<file path="config.mk">
export PLATFORM = sky130hd
export DESIGN_NAME = barrel_shift_right_pipe
export DESIGN_NICKNAME = d
export VERILOG_FILES = /design/src/rtl/shift_pkg.sv /design/src/rtl/shift_stage.sv /design/src/rtl/barrel_shift_right_pipe.sv
export SDC_FILE = /design/constraint.sdc
export NUM_CORES = 1
export LEC_CHECK = 0
export ABC_AREA = 1
export CAP_MARGIN = 30
export CORE_ASPECT_RATIO = 1.2
export CORE_MARGIN = 5
export CORE_UTILIZATION = 25
export CTS_CLUSTER_DIAMETER = 30
export DETAILED_ROUTE_END_ITERATION = 10
export PLACE_DENSITY_LB_ADDON = 0.15
export SLEW_MARGIN = 0
export SYNTH_ARGS = -nofsm -noshare
export SYNTH_HDL_FRONTEND = slang
export SYNTH_SLANG_ARGS = --single-unit
</file>
<file path="constraint.sdc">
create_clock -name clk -period 1.3 [get_ports clk]
set_input_delay 0.26 -clock clk [delete_from_list [all_inputs] [get_ports clk]]
set_output_delay 0.26 -clock clk [all_outputs]
set_load 0.03 [all_outputs]
</file>
<file path="src/rtl/shift_pkg.sv">
// Shared types for the pipelined right barrel shifter: shift modes and the
// per-stage payload layout at the default data width.
package shift_pkg;

    localparam int unsigned SHIFT_W_DEFAULT = 8;

    typedef enum logic [1:0] {
        SH_LSR  = 2'd0,
        SH_ASR  = 2'd1,
        SH_ROR  = 2'd2,
        SH_RSVD = 2'd3
    } shift_mode_e;

    typedef struct packed {
        logic [SHIFT_W_DEFAULT-1:0]         data;
        logic [$clog2(SHIFT_W_DEFAULT)-1:0] amount;
        shift_mode_e                        mode;
    } stage_payload_t;

endpackage

</file>
<file path="src/rtl/shift_stage.sv">
// One registered stage of the right barrel shifter: conditionally shifts by
// 2**STAGE according to amount bit STAGE, with valid/ready flow control.
module shift_stage
    import shift_pkg::*;
#(
    parameter int unsigned WIDTH = 8,
    parameter int unsigned STAGE = 0
) (
    input  logic                     clk,
    input  logic                     rst_n,
    input  logic                     i_valid,
    output logic                     o_ready,
    input  logic [WIDTH-1:0]         i_data,
    input  logic [$clog2(WIDTH)-1:0] i_amount,
    input  shift_mode_e              i_mode,
    output logic                     o_valid,
    input  logic                     i_ready,
    output logic [WIDTH-1:0]         o_data,
    output logic [$clog2(WIDTH)-1:0] o_amount,
    output shift_mode_e              o_mode
);

    localparam int unsigned SHW  = $clog2(WIDTH);
    localparam int unsigned DIST = 2 ** STAGE;

    typedef struct packed {
        logic [WIDTH-1:0] data;
        logic [SHW-1:0]   amount;
        shift_mode_e      mode;
    } payload_t;

    logic             r_valid;
    payload_t         r_payload;
    logic [WIDTH-1:0] w_shifted;

    // Reserved mode falls into the default arm and shifts logically.
    always_comb begin
        w_shifted = i_data;
        if (i_amount[STAGE]) begin
            case (i_mode)
                SH_ASR:  w_shifted = $signed(i_data) >>> DIST;
                SH_ROR:  w_shifted = (i_data >> DIST) | (i_data << (WIDTH - DIST));
                default: w_shifted = i_data >> DIST;
            endcase
        end
    end

    assign o_ready = !r_valid || i_ready;

    always_ff @(posedge clk or negedge rst_n) begin
        if (!rst_n) begin
            r_valid   <= 1'b0;
            r_payload <= '0;
        end else if (o_ready) begin
            r_valid <= i_valid;
            if (i_valid) begin
                r_payload.data   <= w_shifted;
                r_payload.amount <= i_amount;
                r_payload.mode   <= i_mode;
            end
        end
    end

    assign o_valid  = r_valid;
    assign o_data   = r_payload.data;
    assign o_amount = r_payload.amount;
    assign o_mode   = r_payload.mode;

endmodule

</file>
<file path="src/rtl/barrel_shift_right_pipe.sv">
// Pipelined right barrel shifter (LSR/ASR/ROR): one stage per shift-amount bit,
// combinational ready chain back to in_ready, one word per cycle throughput.
module barrel_shift_right_pipe
    import shift_pkg::*;
#(
    parameter int unsigned WIDTH = 8,
    parameter int unsigned SHW   = $clog2(WIDTH)
) (
    input  logic             clk,
    input  logic             rst_n,
    input  logic             in_valid,
    output logic             in_ready,
    input  logic [WIDTH-1:0] data_in,
    input  logic [SHW-1:0]   shift_amount,
    input  logic [1:0]       mode,
    output logic             out_valid,
    input  logic             out_ready,
    output logic [WIDTH-1:0] data_out
);

    logic             w_valid [0:SHW];
    logic             w_ready [0:SHW];
    logic [WIDTH-1:0] w_data  [0:SHW];
    logic [SHW-1:0]   w_amt   [0:SHW];
    shift_mode_e      w_mode  [0:SHW];
    logic             w_unused_tail;

    assign w_valid[0]   = in_valid;
    assign w_data[0]    = data_in;
    assign w_amt[0]     = shift_amount;
    assign w_mode[0]    = shift_mode_e'(mode);
    assign w_ready[SHW] = out_ready;

    for (genvar k = 0; k < SHW; k++) begin : g_stage
        shift_stage #(
            .WIDTH (WIDTH),
            .STAGE (k)
        ) u_stage (
            .clk      (clk),
            .rst_n    (rst_n),
            .i_valid  (w_valid[k]),
            .o_ready  (w_ready[k]),
            .i_data   (w_data[k]),
            .i_amount (w_amt[k]),
            .i_mode   (w_mode[k]),
            .o_valid  (w_valid[k+1]),
            .i_ready  (w_ready[k+1]),
            .o_data   (w_data[k+1]),
            .o_amount (w_amt[k+1]),
            .o_mode   (w_mode[k+1])
        );
    end

    // The last stage's amount and mode have no consumer past the pipeline.
    assign w_unused_tail = ^{w_amt[SHW], w_mode[SHW]};

    assign in_ready  = w_ready[0];
    assign out_valid = w_valid[SHW];
    assign data_out  = w_data[SHW];

endmodule

</file>
==> results of run 1 <==
## sequential cells by signal, indices dropped and copies added, names as in the netlist
name / flops
g_stage.u_stage.o_mode: 4
g_stage.u_stage.o_data: 24
g_stage.u_stage.o_amount: 3
g_stage.u_stage.o_valid: 3
## routing by layer
metal,global-route usage [%],share of wire [%],vias to the layer above
li1,-,-,786
met1,11.0,42,626
met2,16.9,50,28
met3,2.85,5.8,7
met4,4.32,1.9,0
met5,0,0,-
## cell type report
type	instances	area (sq um)
clock buffer	8	80.1
fill	765	4500
inverter	17	63.8
multi-input combinational	169	828
sequential	34	852
tap	87	109
timing repair buffer	41	379
## power breakdown
part	switching (uW)	total (uW)	internal, uW	leakage, uW
clock network	357	738	380	0.0000395
logic	941	1610	667	0.000753
registers	238	1620	1380	0.000422
## through the flow
stage	TNS, ps	std cells	util, %	cell area [sq um]	setup WS, ps
final	0	356	33.9	2310	70.2
after floorplan	0	225	-	1760	115
after CTS	0	356	33.5	2280	8.81
after global routing	0	356	33.9	2310	12.1
after global placement	-3150	346	32.1	2190	-154
after detailed placement	-3390	346	32.1	2190	-170
## placed cells by master, fill, tap and decap left out, drive strengths merged
cell type	count
clkbuf	8
o21ai	23
nand4	1
o211ai	4
nand3	1
nand2	124
ha	6
clkdlybuf4s50	15
dlymetal6s2s	1
or2	7
buf	25
dfrtp	34
inv	17
nor2	3
## timing repair
item	4_1_cts	5_1_grt
buffers inserted	2	0
cloned	0	0
pin swaps	0	1
resized for setup	2	6
setup endpoints to repair	1	5
## logic make-up (layout without fill, tap and decap cells)
logic type                 Yosys count  after routing  synth area share, %
AOI/OAI and AO/OA                   27             27                 9.36
adders and majority gates            6              6                 4.29
DFF                                 34             34                 48.6
and+or+nand+nor                    136            136                 31.7
buffers and inverters               22             66                 6.07
## worst max-delay path: stages, from the launching register on
cell and delay, ps:
dfrtp_2 420, nand4_4 110, buf_6 160
## path summary, 6_finish.rpt
kind	startpoint	slack (ps)	end	cells after the start
min in group asynchronous	rst_n	350	g_stage[2].u_stage.o_data[3]	2
max in group asynchronous	rst_n	770	g_stage[2].u_stage.o_valid	2
worst max-delay path	g_stage[2].u_stage.o_valid	70	in_ready	2
worst min register to register	g_stage[2].u_stage.o_data[0]	480	g_stage[2].u_stage.o_data[0]	2
worst min-delay path	out_ready	340	g_stage[0].u_stage.o_valid	4
worst max register to register	g_stage[1].u_stage.o_valid	130	g_stage[1].u_stage.o_data[1]	6
==> flow_summary.json, run 1 <==
{
  "yosysSeqAreaShare_pct": 48.6,
  "period_share_pct": 94.6,
  "outcome": "completed",
  "synthArstFlopShare_pct": 100,
  "cts_tree": "built",
  "synth_commonest_cells": "121 x nand2_1, 34 x dfrtp_1, 17 x o21ai_0",
  "synth_area_sq_um": 1750,
  "yosysUniqueCellTypes": 18,
  "worstMarginPinSlew_ps": 294,
  "numCtsBuffers": 5,
  "max_clock_freq_mhz": 813,
  "ys_seq_elements": 34,
  "grt_max_degree": 35,
  "cts-hold-fix-buffers": 0,
  "rsz0062_at_grt": "no",
  "synth_top_cell_by_area": "dfrtp_1",
  "avgSynthCellArea_sq_um": 7.79,
  "yosys.cell_count.top_type": "nand2_1",
  "antenna_found_initial": 0,
  "grt_overflow": 0,
  "finalPower_uw": 3970,
  "drc_errors": 0,
  "die_h_microns": 102,
  "slew-limit-headroom_pct": 80.4,
  "cts_sinks": 34,
  "setup_viol": 0,
  "syn2layout_area_growth_pct": 32.0,
  "first_pass_iters": 6,
  "first_global_vias": 1502,
  "synth_area_leaders": "dfrtp_1 49%, nand2_1 26%, o21ai_0 4.9%",
  "die_area_sq_um": 8790,
  "peakVddDrop_mv": 0.675,
  "wirelength_microns": 3670,
  "fp-row-count": 33,
  "min_path_type": "input port to flop",
  "ant_nets": 0,
  "start_kind": "flop",
  "synthDominantCellAreaShare_pct": 48.6,
  "clk_pin_slew_ps": 70,
  "dr.first_iter.drc_count": 36,
  "critPathMaxFanout": 4,
  "maxCapViolCount": 0,
  "cp-end-kind": "output port",
  "wl_per_cell_microns": 10.3,
  "drive_gt1_share_pct": 20.4,
  "cts_max_level": 2,
  "start_util_pct": 25.7,
  "io_pins": 27,
  "vias": 1447,
  "antenna_cells": 0,
  "core_sq_um": 6810,
  "critPathKind": "flop to output port",
  "synth-warning-count": 0,
  "nets": 291,
  "post-route-min-period_ps": 1230,
  "skew_ps": 4.09,
  "synth_ff_type": "dfrtp_1",
  "gp_congestion": 0.708,
  "p_per_area_nw_per_um2": 1720,
  "hold_slack_ps": 336,
  "dieWidth_microns": 86.4,
  "hold_violations": 0,
  "leakage_uw": 0.00121,
  "synth_nets": 248,
  "avgViaCountPerCell": 4.06,
  "finalMaxSlewViolations": 0,
  "cp.arrival_ps": 970,
  "clock_path_buffers": 2,
  "grt_pass1_wl_microns": 6730,
  "track_usage_pct": 9.72,
  "synthCells": 225,
  "clock-root-buffer": "clkbuf_8",
  "clock_latency_ps": 280,
  "synth_edf_count": 0,
  "hpwlAfterDp_microns": 2790,
  "required_ps": 1040,
  "io_buffers": 26
}
Power figures use the tool's default switching activity.
==> run 2, diff against run 1 <==
- CORE_UTILIZATION: 25 -> 53
==> flow_summary.json, run 2 (same netlist as run 1, synthesis figures left out) <==
{
  "outcome": "finished, violations left",
  "violations": "negative setup slack",
  "cts-hold-fix-buffers": 0,
  "r2r_cells": 7,
  "wirelength_microns": 3310,
  "required_ps": 1040,
  "layout_commonest_cell": "nand2_1",
  "clock_path_buffers": 2,
  "clock_latency_ps": 340,
  "maxCapViolCount": 0,
  "grt_pass1_wl_microns": 5750,
  "start_util_pct": 56.3,
  "p_per_area_nw_per_um2": 1740,
  "worst_slack_ps": -2.12,
  "setup_viol": 1,
  "cp.arrival_ps": 1040,
  "period_share_pct": 100,
  "path_delay_family": "flip-flops",
  "fin_tns_setup_ps": -2.12,
  "antenna_cells": 0,
  "gp_congestion": 0.799,
  "core_sq_um": 3110,
  "timing.rr.end": "g_stage[2].u_stage.o_data[5]",
  "hold_slack_ps": 279,
  "fp-row-count": 22,
  "post-route-min-period_ps": 1300,
  "start_kind": "flop",
  "syn2layout_area_growth_pct": 27.1,
  "grt_overflow": 0,
  "hpwlAfterDp_microns": 2490,
  "track_usage_pct": 16.0,
  "cp-end-kind": "output port",
  "slew-limit-headroom_pct": 77.5,
  "vias": 1478,
  "first_global_vias": 1475,
  "final_cell_mix": "121 x nand2_1, 33 x dfrtp_1, 18 x buf_4, 17 x o21ai_0, 16 x clkdlybuf4s50_1",
  "largest_reg_flops": 24,
  "io_pins": 27,
  "wl_per_cell_microns": 10.8,
  "ant_nets": 0,
  "r2r-start": "g_stage[1].u_stage.o_mode[0]",
  "ff2ff_setup_slack_ps": 90,
  "cts_max_level": 2,
  "critPathSlowestCell": "dfrtp_2",
  "numCtsBuffers": 5,
  "max_stage_delay_ps": 450,
  "avgViaCountPerCell": 4.81,
  "dieWidth_microns": 62.5,
  "rsz0062_at_grt": "yes",
  "grt_max_degree": 35,
  "cts_sinks": 34,
  "skew_ps": 2.29,
  "io_buffers": 26,
  "finalPower_uw": 3870,
  "crit_chain": "nand4_4, buf_6",
  "critPathKind": "flop to output port",
  "drc_errors": 0,
  "clock-root-buffer": "clkbuf_4",
  "min_path_type": "input port to async pin",
  "hold_violations": 0,
  "peakVddDrop_mv": 1.27,
  "drive_gt1_share_pct": 21.0,
  "nets": 293,
  "die_area_sq_um": 4560,
  "die_h_microns": 73.0,
  "clk_pin_slew_ps": 100,
  "first_pass_iters": 4,
  "worstMarginPinSlew_ps": 337,
  "leakage_uw": 0.00122,
  "critPathMaxFanout": 3,
  "antenna_found_initial": 0,
  "cts_tree": "built",
  "dr.first_iter.drc_count": 24,
  "crit_buf_inv": 1,
  "max_clock_freq_mhz": 768,
  "finalMaxSlewViolations": 0
}
run 2: changes by cell type in the layout (fill, tap and decap cells not counted), sizes merged:
cell and change:
buf +2, clkdlybuf4s50 +1, dlymetal6s2s -1
run 2: cell type report:
| type | count | area (sq um) |
|---|---|---|
| clock buffer | 8 | 78.8 |
| sequential | 34 | 852 |
| multi-input combinational | 169 | 811 |
| inverter | 17 | 63.8 |
| fill | 269 | 883 |
| tap | 36 | 45.0 |
| timing repair buffer | 43 | 377 |
run 2: timing repair:
item	CTS	global route
resized for setup	21	13
pin swaps	1	2
buffers inserted	4	2
endpoints found under the setup margin	8	11
run 2: per-stage QoR:
stage | setup slack [ps] | std cells | util, % | area [sq um]
after CTS | -11.6 | 305 | 72.2 | 2240
after floorplan | 115 | 225 | - | 1760
after global placement | -125 | 293 | 68.2 | 2120
final | -2.12 | 307 | 71.6 | 2230
after detailed placement | -176 | 293 | 68.2 | 2120
after global routing | -50.0 | 307 | 71.6 | 2230
run 2: how the worst max path moves through the flow:
stage,slack (ps),to,depth (start not counted),start
floorplan,120,g_stage[0].u_stage.o_data[2],4,g_stage[2].u_stage.o_valid
global placement,-120,g_stage[0].u_stage.o_data[7],8,mode[0]
detailed placement,-180,g_stage[0].u_stage.o_data[7],8,mode[0]
CTS,-10,in_ready,2,g_stage[1].u_stage.o_valid
global route,-50,in_ready,2,g_stage[2].u_stage.o_valid
finish,-2,in_ready,2,g_stage[2].u_stage.o_valid
run 2: where the power goes:
| part | switching, uW | internal, uW |
|---|---|---|
| combinational | 943 | 611 |
| sequential | 224 | 1380 |
| clock | 343 | 369 |
run 2: metal layers:
metal  share of wire [%]  track usage, %  up-vias  wire (microns)
met5                   0               0        -               0
met4                 2.4            7.78        0              78
met3                 4.4            5.70       10             145
met2                  53            31.2       27            1740
met1                  40            14.5      646            1340
li1                    -               -      795               -
